$ cat config.mk
export PLATFORM = sky130hd
export DESIGN_NAME = shift_arbiter
export DESIGN_NICKNAME = d
export VERILOG_FILES = /design/src/rtl/shift_arbiter_pkg.sv /design/src/rtl/shift_arbiter_shift_unit.sv /design/src/rtl/shift_arbiter.sv
export SDC_FILE = /design/constraint.sdc
export NUM_CORES = 1
export LEC_CHECK = 0
export CAP_MARGIN = 10
export CORE_UTILIZATION = 38
export CTS_BUF_LIST = sky130_fd_sc_hd__clkbuf_8
export CTS_CLUSTER_DIAMETER = 60
export DETAILED_ROUTE_END_ITERATION = 8
export SETUP_SLACK_MARGIN = 0.5
export SYNTH_ARGS = -nofsm -noshare
export SYNTH_HDL_FRONTEND = slang
export SYNTH_HIERARCHICAL = 1
export SYNTH_SLANG_ARGS = --single-unit
$ cat constraint.sdc
create_clock -name clock -period 4.2 [get_ports clock]
set_clock_uncertainty 0.1 [all_clocks]
set_input_delay 0.42 -clock clock [delete_from_list [all_inputs] [get_ports clock]]
set_output_delay 0.42 -clock clock [all_outputs]
set_load 0.01 [all_outputs]
$ cat src/rtl/shift_arbiter_pkg.sv
// shift_arbiter_pkg -- shared constants and types for the shift arbiter. Rev 1.0
`default_nettype none

package shift_arbiter_pkg;

  localparam int DATA_W  = 32;
  localparam int SHAMT_W = 5;
  localparam int CNT_W   = 16;

  localparam logic OP_SLL = 1'b0;
  localparam logic OP_SRA = 1'b1;

  localparam logic REQ0 = 1'b0;
  localparam logic REQ1 = 1'b1;

  typedef enum logic [0:0] {
    SLOT_EMPTY = 1'b0,
    SLOT_FULL  = 1'b1
  } slot_state_t;

endpackage

`default_nettype wire

$ cat src/rtl/shift_arbiter_shift_unit.sv
// shift_unit -- combinational 32-bit sll/sra built from two 5-stage log shifters. Rev 1.0
`default_nettype none

module shift_unit
  import shift_arbiter_pkg::*;
(
  input  logic               i_op,
  input  logic [DATA_W-1:0]  i_data,
  input  logic [SHAMT_W-1:0] i_shamt,
  output logic [DATA_W-1:0]  o_result
);

  logic [DATA_W-1:0] w_sll [0:SHAMT_W];
  logic [DATA_W-1:0] w_sra [0:SHAMT_W];

  assign w_sll[0] = i_data;
  assign w_sra[0] = i_data;

  // Stage s shifts by 2**s when shamt bit s is set.
  for (genvar s = 0; s < SHAMT_W; s++) begin : g_stage
    localparam int SH = 1 << s;
    assign w_sll[s+1] = i_shamt[s] ? {w_sll[s][DATA_W-1-SH:0], {SH{1'b0}}} : w_sll[s];
    assign w_sra[s+1] = i_shamt[s] ? {{SH{w_sra[s][DATA_W-1]}}, w_sra[s][DATA_W-1:SH]} : w_sra[s];
  end

  assign o_result = (i_op == OP_SRA) ? w_sra[SHAMT_W] : w_sll[SHAMT_W];

endmodule

`default_nettype wire

$ cat src/rtl/shift_arbiter.sv
// shift_arbiter -- round-robin sharing of one shift unit with a registered single-slot output. Rev 1.0
`default_nettype none

module shift_arbiter #(
  parameter int DATA_W  = 32,
  parameter int SHAMT_W = 5,
  parameter int CNT_W   = 16
) (
  input  logic               clock,
  input  logic               reset,
  input  logic               in0_valid,
  output logic               in0_ready,
  input  logic               in0_op,
  input  logic [DATA_W-1:0]  in0_data,
  input  logic [SHAMT_W-1:0] in0_shamt,
  input  logic               in1_valid,
  output logic               in1_ready,
  input  logic               in1_op,
  input  logic [DATA_W-1:0]  in1_data,
  input  logic [SHAMT_W-1:0] in1_shamt,
  output logic               out_valid,
  input  logic               out_ready,
  output logic [DATA_W-1:0]  out_data,
  output logic               out_id,
  output logic [CNT_W-1:0]   op_count
);

  import shift_arbiter_pkg::*;

  slot_state_t        r_state;
  slot_state_t        w_state_nxt;
  logic [DATA_W-1:0]  r_out_data;
  logic               r_out_id;
  logic               r_ptr;
  logic [CNT_W-1:0]   r_count;

  logic               w_slot_free;
  logic               w_grant_vld;
  logic               w_grant_id;
  logic               w_accept;
  logic               w_sel_op;
  logic [DATA_W-1:0]  w_sel_data;
  logic [SHAMT_W-1:0] w_sel_shamt;
  logic [DATA_W-1:0]  w_result;

  assign out_valid   = (r_state == SLOT_FULL);
  assign w_slot_free = !out_valid || out_ready;

  // Pointer only breaks ties; a lone valid requester wins regardless.
  always_comb begin
    w_grant_vld = 1'b0;
    w_grant_id  = REQ0;
    if (w_slot_free) begin
      if (in0_valid && in1_valid) begin
        w_grant_vld = 1'b1;
        w_grant_id  = r_ptr;
      end else if (in0_valid) begin
        w_grant_vld = 1'b1;
        w_grant_id  = REQ0;
      end else if (in1_valid) begin
        w_grant_vld = 1'b1;
        w_grant_id  = REQ1;
      end
    end
  end

  assign in0_ready = w_grant_vld && (w_grant_id == REQ0);
  assign in1_ready = w_grant_vld && (w_grant_id == REQ1);
  assign w_accept  = w_grant_vld;

  always_comb begin
    w_sel_op    = in0_op;
    w_sel_data  = in0_data;
    w_sel_shamt = in0_shamt;
    if (w_grant_id == REQ1) begin
      w_sel_op    = in1_op;
      w_sel_data  = in1_data;
      w_sel_shamt = in1_shamt;
    end
  end

  shift_unit u_shift_unit (
    .i_op     (w_sel_op),
    .i_data   (w_sel_data),
    .i_shamt  (w_sel_shamt),
    .o_result (w_result)
  );

  always_comb begin
    w_state_nxt = r_state;
    if (w_accept) begin
      w_state_nxt = SLOT_FULL;
    end else if ((r_state == SLOT_FULL) && out_ready) begin
      w_state_nxt = SLOT_EMPTY;
    end
  end

  always_ff @(posedge clock or negedge reset) begin
    if (!reset) begin
      r_state <= SLOT_EMPTY;
    end else begin
      r_state <= w_state_nxt;
    end
  end

  always_ff @(posedge clock or negedge reset) begin
    if (!reset) begin
      r_out_data <= '0;
      r_out_id   <= REQ0;
      r_ptr      <= REQ0;
    end else if (w_accept) begin
      r_out_data <= w_result;
      r_out_id   <= w_grant_id;
      r_ptr      <= ~w_grant_id;
    end
  end

  always_ff @(posedge clock or negedge reset) begin
    if (!reset) begin
      r_count <= '0;
    end else if (out_valid && out_ready) begin
      r_count <= r_count + CNT_W'(1);
    end
  end

  assign out_data = r_out_data;
  assign out_id   = r_out_id;
  assign op_count = r_count;

endmodule

`default_nettype wire

==> metrics <==
LEAKAGE 0.00322 µW; clk_lat worst skew 0.32 ns; Avg Vias per Cell between 6 and 7; M3 GR Usage 0.0490; Syn. warnings 6; clock-pin slew on the worst setup and hold paths 0.10 ns; Crit-path slowest cell mux4_1; endpoints failing setup 0; initial antenna violation count 0; type of origin of the critical path input port; routed length per instance 23.8 µm; H-tree depth 2; final core utilization 0.511; Root Buffer clkbuf_8; antenna viol nets, final 0; FP Rows 46; chip width 131 µm; crit path max fanout 11; TNS Setup 0 ns; most frequent cells in the layout 131 x clkdlybuf4s50_1, 86 x mux2_2, 60 x mux4_2; vias in the first global route 5,916; Initial Utilization 0.395; CTS buffer count 5; Data required, critical path around 4.3 ns; Tot Pwr 2750 µW; area of the multi-input gates between 0.004 and 0.005 mm²; hold_ws -0.0249 ns; Mapped Cells between 600 and 700; RSZ-0062 raised after global routing yes; met2 usage 0.424; Post-synth ARST share 1.00; Primary FF master, synth dfrtp_1; number of synthesized register bits 51; dpl cells between 900 and 1k; CP endpoint kind flip-flop; final WL 23,100 µm; layout cell share with drive strength beyond 1 0.297; syn_nets 707; WP data arrival 3.76 ns; Hold Crit Class input port to async pin; die height 131 µm; port bufs 132; CTS tree built; most common cell after layout, fill and taps aside clkdlybuf4s50_1; relative slew slack 0.545; sequential element share of the synthesized area 0.201; met1 usage 0.377; most frequent CP cell mux2_2; # hold bufs at CTS 0; Mapped Area 0.00634 mm²; post-route insts no fill between 900 and 1k; status finished with violations; minimum clock period 3.64 ns; Peak Freq 0.275 GHz; register area 0.00128 mm²; PD cells 336 mW/mm²; worst-case clock buffer depth 2; Least-Margin Pin Slew ~0.68 ns; Top Ports 133; Iter 0 DRT Violations 699; Slew Viols, Final 0; routability cong. 0.926; ant diodes 0; via count 6,092; Remaining DRCs 0; dpl hpwl around 18,000 µm; Final Hold Fails 17; Die Area 0.0172 mm²; crit share post-route 0.867; CP cell instances clkdlybuf4s50_1 -> nand2b_2 -> nand3_4 -> buf_4 -> mux2_2 -> mux4_1 -> mux2_2 -> a32o_1 -> a31oi_1 -> o21ai_0 -> mux2_1; internal reg-to-reg setup slack 0.71 ns; layer with the highest usage met2; Max Cap Violations 0; core area 0.0161 mm²; Mean Syn Cell Area 10.1 µm²; Overall Global Routing Usage 0.272; First-pass DRT Iterations 6; first-pass GRT wire length 36,000 µm; CP peak stage delay between 0.5 and 0.6 ns; violated checks hold timing; synthesis-to-layout area growth 29.5%; Post-synth EDFFs 0; synth unique cells 59; CTS sink count 51; worst IR drop on VDD 170 µV; Setup CP Type input port to flip-flop; largest net degree at the start of global routing 52; fin nets roughly 840; final-layout fill cell count 1,440; GRT Residual Overflow 0
==> final timing paths <==
path	startpoint	endpoint	cells past startpoint
max	in0_valid	out_data[0]	11
min	reset	op_count[15]	1
max reg2reg	r_ptr	out_data[0]	10
min reg2reg	op_count[15]	op_count[15]	1
max in group asynchronous	reset	out_data[18]	2
min in group clock	op_count[15]	op_count[15]	1
==> kinds of logic (layout without fill, tap and decap cells) <==
group	Yosys count	in the layout	synth area share
multiplexers	205	206	0.470
AND/OR/NAND/NOR	157	158	0.112
AO/OA/AOI/OAI	124	124	0.135
buffers and inverters	72	200	0.0592
flip-flops	51	51	0.201
XOR/XNOR	15	15	0.0207
adder cells (fa/ha/maj)	1	1	0.00197
==> flip-flops by register name, indices dropped and copies added, names as in the netlist <==
name       cells
out_valid      1
op_count      16
r_ptr          1
out_data      32
out_id         1
==> where the power goes <==
group,internal [µW],switching (µW)
Combinational,854,831
Sequential,614,98.6
Clock,180,176
==> layer usage <==
metal / vias to the layer above / wire length (µm)
li1: 2693 / -
met1: 2989 / 9890
met2: 363 / 10400
met3: 47 / 1990
met4: 0 / 769
met5: - / 0
==> critical path, delay by kind of cell <==
| kind | cells | cell delay [ns] |
|---|---|---|
| buffers and inverters | 2 | 0.76 |
| muxes | 4 | 1.67 |
| AOI/OAI and AO/OA | 3 | 0.58 |
| and+or+nand+nor | 2 | 0.33 |
==> synth_stat cells, types with 5 or more instances <==
| cell | n | share of area |
|---|---|---|
| a21oi_1 | 17 | 0.013 |
| buf_4 | 10 | 0.012 |
| a22oi_1 | 7 | 0.0083 |
| nor3_1 | 9 | 0.0071 |
| o22ai_1 | 11 | 0.011 |
| clkbuf_1 | 25 | 0.015 |
| nand3_1 | 17 | 0.013 |
| xor2_1 | 5 | 0.0069 |
| mux2i_1 | 49 | 0.077 |
| dfrtp_1 | 51 | 0.20 |
| nand2b_1 | 6 | 0.0059 |
| a31oi_1 | 5 | 0.0049 |
| nor2_1 | 54 | 0.032 |
| mux2_2 | 87 | 0.15 |
| o211ai_1 | 6 | 0.0071 |
| mux4_2 | 60 | 0.21 |
| buf_1 | 7 | 0.0041 |
| o21ai_0 | 27 | 0.021 |
| buf_2 | 17 | 0.013 |
| a211oi_1 | 8 | 0.0095 |
| xnor2_1 | 10 | 0.014 |
| mux2_1 | 5 | 0.0089 |
| inv_1 | 7 | 0.0041 |
| nand2_1 | 49 | 0.029 |
==> through the flow <==
step           worst slack, ns  instance area (µm²)
6_report                 0.557                 8210
4_1_cts                  0.503                 8150
3_3_place_gp            0.0641                 7980
3_5_place_dp            0.0117                 7980
2_1_floorplan            0.848                 6340
5_1_grt                  0.491                 8210
==> cell type report <==
type                       count  area share
clock buffer                   5     0.00839
clock inverter                 3     0.00564
inverter                       8     0.00366
multi-input combinational    504       0.578
sequential                    51       0.156
tap                          216      0.0329
timing repair buffer         184       0.216
==> what timing repair did <==
action / in CTS / in global routing
pin swaps: 1 / 0
gates resized for setup: 4 / 1
setup endpoints to repair: 11 / 5
endpoints found under the hold margin: 0 / 0
buffers inserted: 2 / 4
cloned: 2 / 0
Note: power is estimated with default switching activity, not from simulation.
